## src/rtl/copro_fifo_port.sv

```systemverilog
// Coprocessor-side endpoint for the HPS<->FPGA Avalon-MM FIFO pair. It pops command words from the
// HPS FIFO into an RX buffer that feeds the accelerator, and collects result words in a TX buffer
// that drains into the FIFO back to the HPS. It also produces a packed status word.
module copro_fifo_port #(
    parameter int unsigned RX_DEPTH = 4,
    parameter int unsigned TX_DEPTH = 4
) (
    input  logic        clk,
    input  logic        reset,
    // Read master on fifo_to_copro_out
    output logic        avm_rd_read,
    input  logic        avm_rd_waitrequest,
    input  logic [63:0] avm_rd_readdata,
    // Write master on fifo_to_hps_in
    output logic        avm_wr_write,
    input  logic        avm_wr_waitrequest,
    output logic [63:0] avm_wr_writedata,
    // Accelerator command stream
    output logic [63:0] cmd_data,
    output logic        cmd_valid,
    input  logic        cmd_ready,
    // Accelerator result stream
    input  logic [63:0] rsp_data,
    input  logic        rsp_valid,
    output logic        rsp_ready,
    // Control and status
    input  logic        enable,
    input  logic        rx_flush,
    output logic [31:0] status
);

    localparam int unsigned RxPtrW = $clog2(RX_DEPTH);
    localparam int unsigned RxCntW = RxPtrW + 1;
    localparam int unsigned TxPtrW = $clog2(TX_DEPTH);
    localparam int unsigned TxCntW = TxPtrW + 1;
    localparam logic [RxCntW-1:0] RxFull = RxCntW'(RX_DEPTH);
    localparam logic [TxCntW-1:0] TxFull = TxCntW'(TX_DEPTH);

    typedef enum logic {
        RdIdle,
        RdReq
    } rd_state_e;

    rd_state_e         rd_state_q, rd_state_d;
    // Set when a flush hits while a read is outstanding; that read's word must be dropped.
    logic              rd_drop_q, rd_drop_d;

    logic [RxPtrW-1:0] rx_wr_ptr_q, rx_wr_ptr_d;
    logic [RxPtrW-1:0] rx_rd_ptr_q, rx_rd_ptr_d;
    logic [RxCntW-1:0] rx_cnt_q, rx_cnt_d;
    logic [RxCntW-1:0] rx_next;
    logic [63:0]       rx_mem_q [RX_DEPTH];

    logic [TxPtrW-1:0] tx_wr_ptr_q, tx_wr_ptr_d;
    logic [TxPtrW-1:0] tx_rd_ptr_q, tx_rd_ptr_d;
    logic [TxCntW-1:0] tx_cnt_q, tx_cnt_d;
    logic [63:0]       tx_mem_q [TX_DEPTH];

    logic [7:0]        rd_total_q, rd_total_d;
    logic [7:0]        wr_total_q, wr_total_d;

    logic rd_accept, rx_push, rx_pop, rd_more;
    logic tx_push, tx_pop;

    assign rd_accept = (rd_state_q == RdReq) && !avm_rd_waitrequest;
    assign rx_push   = rd_accept && !rx_flush && !rd_drop_q;
    assign rx_pop    = cmd_valid && cmd_ready;
    assign rx_next   = rx_cnt_q + RxCntW'(rx_push) - RxCntW'(rx_pop);
    // Issuing a read reserves one RX slot, so only ask when one will be free after this cycle.
    assign rd_more   = enable && !rx_flush && (rx_next < RxFull);

    assign tx_push   = rsp_valid && rsp_ready;
    assign tx_pop    = avm_wr_write && !avm_wr_waitrequest;

    // Outputs: head entries are masked to zero while their buffer is empty.
    assign avm_rd_read      = (rd_state_q == RdReq);
    assign cmd_valid        = (rx_cnt_q != '0);
    assign cmd_data         = cmd_valid ? rx_mem_q[rx_rd_ptr_q] : 64'h0;
    assign rsp_ready        = (tx_cnt_q < TxFull);
    assign avm_wr_write     = (tx_cnt_q != '0);
    assign avm_wr_writedata = avm_wr_write ? tx_mem_q[tx_rd_ptr_q] : 64'h0;
    assign status           = {wr_total_q, rd_total_q, 8'(tx_cnt_q), 8'(rx_cnt_q)};

    // Read engine next state; an issued read is held until accepted.
    always_comb begin
        rd_state_d = rd_state_q;
        rd_drop_d  = rd_drop_q;
        case (rd_state_q)
            RdIdle: if (rd_more) rd_state_d = RdReq;
            RdReq:  if (rd_accept) rd_state_d = rd_more ? RdReq : RdIdle;
            default: rd_state_d = RdIdle;
        endcase
        if (rd_accept) begin
            rd_drop_d = 1'b0;
        end else if (rx_flush && (rd_state_q == RdReq)) begin
            rd_drop_d = 1'b1;
        end
    end

    // RX buffer pointers and occupancy; flush wins over push and pop.
    always_comb begin
        rx_wr_ptr_d = rx_wr_ptr_q;
        rx_rd_ptr_d = rx_rd_ptr_q;
        rx_cnt_d    = rx_next;
        if (rx_flush) begin
            rx_wr_ptr_d = '0;
            rx_rd_ptr_d = '0;
            rx_cnt_d    = '0;
        end else begin
            if (rx_push) rx_wr_ptr_d = rx_wr_ptr_q + RxPtrW'(1);
            if (rx_pop)  rx_rd_ptr_d = rx_rd_ptr_q + RxPtrW'(1);
        end
    end

    // TX buffer pointers, occupancy and traffic counters.
    always_comb begin
        tx_wr_ptr_d = tx_wr_ptr_q;
        tx_rd_ptr_d = tx_rd_ptr_q;
        tx_cnt_d    = tx_cnt_q + TxCntW'(tx_push) - TxCntW'(tx_pop);
        if (tx_push) tx_wr_ptr_d = tx_wr_ptr_q + TxPtrW'(1);
        if (tx_pop)  tx_rd_ptr_d = tx_rd_ptr_q + TxPtrW'(1);
        rd_total_d = rd_total_q + 8'(rd_accept);
        wr_total_d = wr_total_q + 8'(tx_pop);
    end

    // Control state registers with asynchronous reset.
    always_ff @(posedge clk or posedge reset) begin
        if (reset) begin
            rd_state_q  <= RdIdle;
            rd_drop_q   <= 1'b0;
            rx_wr_ptr_q <= '0;
            rx_rd_ptr_q <= '0;
            rx_cnt_q    <= '0;
            tx_wr_ptr_q <= '0;
            tx_rd_ptr_q <= '0;
            tx_cnt_q    <= '0;
            rd_total_q  <= '0;
            wr_total_q  <= '0;
        end else begin
            rd_state_q  <= rd_state_d;
            rd_drop_q   <= rd_drop_d;
            rx_wr_ptr_q <= rx_wr_ptr_d;
            rx_rd_ptr_q <= rx_rd_ptr_d;
            rx_cnt_q    <= rx_cnt_d;
            tx_wr_ptr_q <= tx_wr_ptr_d;
            tx_rd_ptr_q <= tx_rd_ptr_d;
            tx_cnt_q    <= tx_cnt_d;
            rd_total_q  <= rd_total_d;
            wr_total_q  <= wr_total_d;
        end
    end

    // Buffer storage; contents are only visible through occupancy, so no reset is needed.
    always_ff @(posedge clk) begin
        if (rx_push) rx_mem_q[rx_wr_ptr_q] <= avm_rd_readdata;
        if (tx_push) tx_mem_q[tx_wr_ptr_q] <= rsp_data;
    end

endmodule

```

## config.mk

```make
export PLATFORM = sky130hd
export DESIGN_NAME = copro_fifo_port
export DESIGN_NICKNAME = d
export VERILOG_FILES = /design/src/rtl/copro_fifo_port.sv
export SDC_FILE = /design/constraint.sdc
export NUM_CORES = 1
export LEC_CHECK = 0
export CAP_MARGIN = 0
export CORE_ASPECT_RATIO = 0.8
export CORE_MARGIN = 2
export CORE_UTILIZATION = 59
export CTS_CLUSTER_DIAMETER = 60
export DETAILED_ROUTE_END_ITERATION = 7
export PLACE_DENSITY = 0.86
export SYNTH_ARGS = -nofsm -noshare
export SYNTH_HDL_FRONTEND = slang
export SYNTH_SLANG_ARGS = --single-unit
```

## constraint.sdc

```tcl
create_clock -name clk -period 7.4 [get_ports clk]
set_input_delay 1.48 -clock clk [delete_from_list [all_inputs] [get_ports clk]]
set_output_delay 1.48 -clock clk [all_outputs]
set_load 0.01 [all_outputs]
```

==> impl_metrics.env <==
export IMPL_status="completed"
export IMPL_slew_headroom_pct=22.1
export IMPL_worstSetupStartpointType="flop"
export IMPL_antenna_found_initial=4
export IMPL_hold_start="wr_total_q[7]"
export IMPL_netlist_top_cells_area="edfxtp_1 73%, mux4_2 14%, and2_1 4.1%, dfrtp_1 3.8%, ha_1 0.96%"
export IMPL_synth_distinct_cells=28
export IMPL_post_route_period_util_pct=66.4
export IMPL_finalSetupTns_ps=0
export IMPL_wl_per_cell_um=24.2
export IMPL_ir_drop_mv=0.280
export IMPL_via_per_inst=5.72
export IMPL_post_cts_resized=0
export IMPL_chipHeight_um=173
export IMPL_synth_area_leader_cell="edfxtp_1"
export IMPL_dr_pass1_iters=5
export IMPL_drt_wl_total_mm=43.3
export IMPL_cts_setup_buffers=0
export IMPL_netlist_instances=957
export IMPL_fin_crit_ps=4910
export IMPL_whs_ps=483
export IMPL_cts_tree="built"
export IMPL_hp_class="reg -> reg"
export IMPL_cts_hold_buf=0
export IMPL_async_reset_ff_share_pct=5.88
export IMPL_drv_cap=0
export IMPL_die_x_um=215
export IMPL_cts_htree_levels=2
export IMPL_area_delta_synth_final_pct=23.4
export IMPL_gp_congestion=0.784
export IMPL_worstSetupPathType="reg -> out"
export IMPL_synth_edf_count=512
export IMPL_synth_ff_type="edfxtp_1"
export IMPL_grt_pass1_vias=10900
export IMPL_worstMarginPinSlew_ps=1170
export IMPL_clkTransAtPathRegs_ps=60
export IMPL_cp_startpoint="tx_rd_ptr_q[0]"
export IMPL_p_per_area_nw_per_um2=368
export IMPL_n_fill_cell=1958
export IMPL_netlist_area_leader_share_pct=73.4
export IMPL_ios=300
export IMPL_dpl_hpwl_mm=25.3
export IMPL_reg2reg_from="avm_rd_read"
export IMPL_final_cells=1787
export IMPL_synth_area_sq_um=20900
export IMPL_synth_area_per_cell_sq_um=21.9
export IMPL_die_area_sq_um=37000
export IMPL_finalHoldViolations=0
export IMPL_report_power_total_w=0.00952
export IMPL_grt_start_max_net_pins=66
export IMPL_clock_latency_ps=570
export IMPL_maxSlewViolCount=0
export IMPL_drc_errors=0
export IMPL_yosysSeqAreaShare_pct=77.2
export IMPL_critPathMaxFanout=46
export IMPL_setup_violations_final=0
export IMPL_worstPathRequired_ps=5920
export IMPL_synth_seq_cells=544
export IMPL_endpoint_kind="primary output"
export IMPL_first_iter_violations=849
export IMPL_drive_gt1_share_pct=17.0
export IMPL_yosysWarnings=0
export IMPL_vias=10200
export IMPL_port_buffers=289
export IMPL_track_usage_pct=23.8
export IMPL_nets=1422
export IMPL_ant_nets=0
export IMPL_cp_arrival_ps=3430
export IMPL_clock_root_buffer="clkbuf_16"
export IMPL_placed_cells=1687
export IMPL_grt_setup_unrepaired="no"
export IMPL_p_leak_nw=8.47
export IMPL_rows=61
export IMPL_grt_pass1_wl_mm=66.1
export IMPL_fmax_mhz=204
export IMPL_start_util_pct=60.1
export IMPL_cts_buffers=51
export IMPL_clock_skew_final_ps=29.2
export IMPL_coreArea_sq_um=34900
export IMPL_overflow=0
export IMPL_clock_sinks=544
export IMPL_cts_max_path_buffers=3
## cell usage after synthesis, drive strengths merged (8+ instances only)
master / n
dfrtp: 32
buf: 36
ha: 16
nor2: 9
xor2: 9
xnor2: 13
inv: 16
and2: 136
clkbuf: 18
mux4: 128
nand3: 8
edfxtp: 512
## power by group
part	internal (W)	leakage, nW	switching, W
clock	0.00139	0.779	0.00108
combinational	0.00176	2.66	0.00135
sequential	0.00369	5.03	0.000258
total	0.00683	8.47	0.00268
## worst max-delay path: stages (launching register included)
cell and delay [ps]:
dfrtp_4 1030, buf_4 530, mux4_2 560, and2_1 180, clkdlybuf4s50_1 500
## cells in the final DEF (no fill, tap or decap), types with 2 or more instances in the layout
cell / synthesis / layout
edfxtp_1: 512 / 512
clkdlybuf4s50_1: 0 / 289
mux4_2: 128 / 128
and2_1: 136 / 128
clkbuf_16: 0 / 52
dfrtp_1: 32 / 28
inv_1: 16 / 16
ha_1: 16 / 16
clkbuf_1: 18 / 15
buf_4: 10 / 14
xnor2_1: 13 / 13
clkinv_1: 0 / 13
conb_1: 1 / 10
xor2_1: 9 / 9
nor2_1: 9 / 9
nand3_1: 8 / 8
and2_2: 0 / 8
clkbuf_8: 0 / 6
clkinv_2: 0 / 5
diode_2: 0 / 4
nor2b_1: 3 / 3
nand2_1: 3 / 3
and3_1: 3 / 3
nor3b_1: 3 / 3
nor3_1: 2 / 2
fa_1: 2 / 2
inv_8: 0 / 2
dfrtp_4: 0 / 2
dfrtp_2: 0 / 2
## stage by stage
stage | instance area [sq um] | util [%] | setup slack (ps)
6_report | 25900 | 74.1 | 2490
5_1_grt | 25900 | 74.1 | 2200
4_1_cts | 25800 | 74.1 | 2370
3_5_place_dp | 24300 | 69.5 | 2990
3_3_place_gp | 24300 | 69.5 | 3020
2_1_floorplan | 21000 | - | 3400
## worst paths after layout
kind / cells past startpoint / slack [ps] / endpoint
max: 4 / 2490 / avm_wr_writedata[26]
min: 1 / 480 / wr_total_q[7]
max reg2reg: 11 / 4500 / avm_rd_read
min reg2reg: 1 / 480 / wr_total_q[7]
max in group asynchronous: 3 / 5720 / tx_rd_ptr_q[0]
min in group asynchronous: 3 / 1330 / rx_rd_ptr_q[0]
## logic make-up after synthesis
logic type               share of synthesized area, %
AO/OA/AOI/OAI                                   0.173
XOR/XNOR                                        0.920
adder cells (fa/ha/maj)                          1.15
buffers and inverters                            1.89
flip-flops                                       77.2
multiplexers                                     13.8
other                                          0.0179
AND/OR/NAND/NOR                                  4.83
## area by class of cell
type / count / area (sq um) / area share, %
multi-input combinational: 352 / 4420 / 17.1
clock buffer: 73 / 1440 / 5.57
sequential: 544 / 16200 / 62.6
inverter: 16 / 60.1 / 0.232
timing repair buffer: 303 / 3000 / 11.6
antenna: 4 / 10.0 / 0.0387
tap: 472 / 591 / 2.28
clock inverter: 23 / 151 / 0.585
## registers in the layout, summed over array words and instances (netlist names)
register     cells
tx_wr_ptr_q      2
tx_mem_q       256
tx_rd_ptr_q      2
wr_total_q       8
avm_rd_read      1
rx_cnt_q         3
tx_cnt_q         3
rd_drop_q        1
rx_wr_ptr_q      2
rx_rd_ptr_q      2
rx_mem_q       256
rd_total_q       8
## metal layers
layer	GRT usage [%]	vias to the layer above	share of wire, %
met5	0	-	0
li1	-	4433	-
met1	31.4	5344	39
met4	8.22	0	2.8
met3	3.87	72	5.2
met2	41.0	366	53
(Power assumes the default switching activity.)
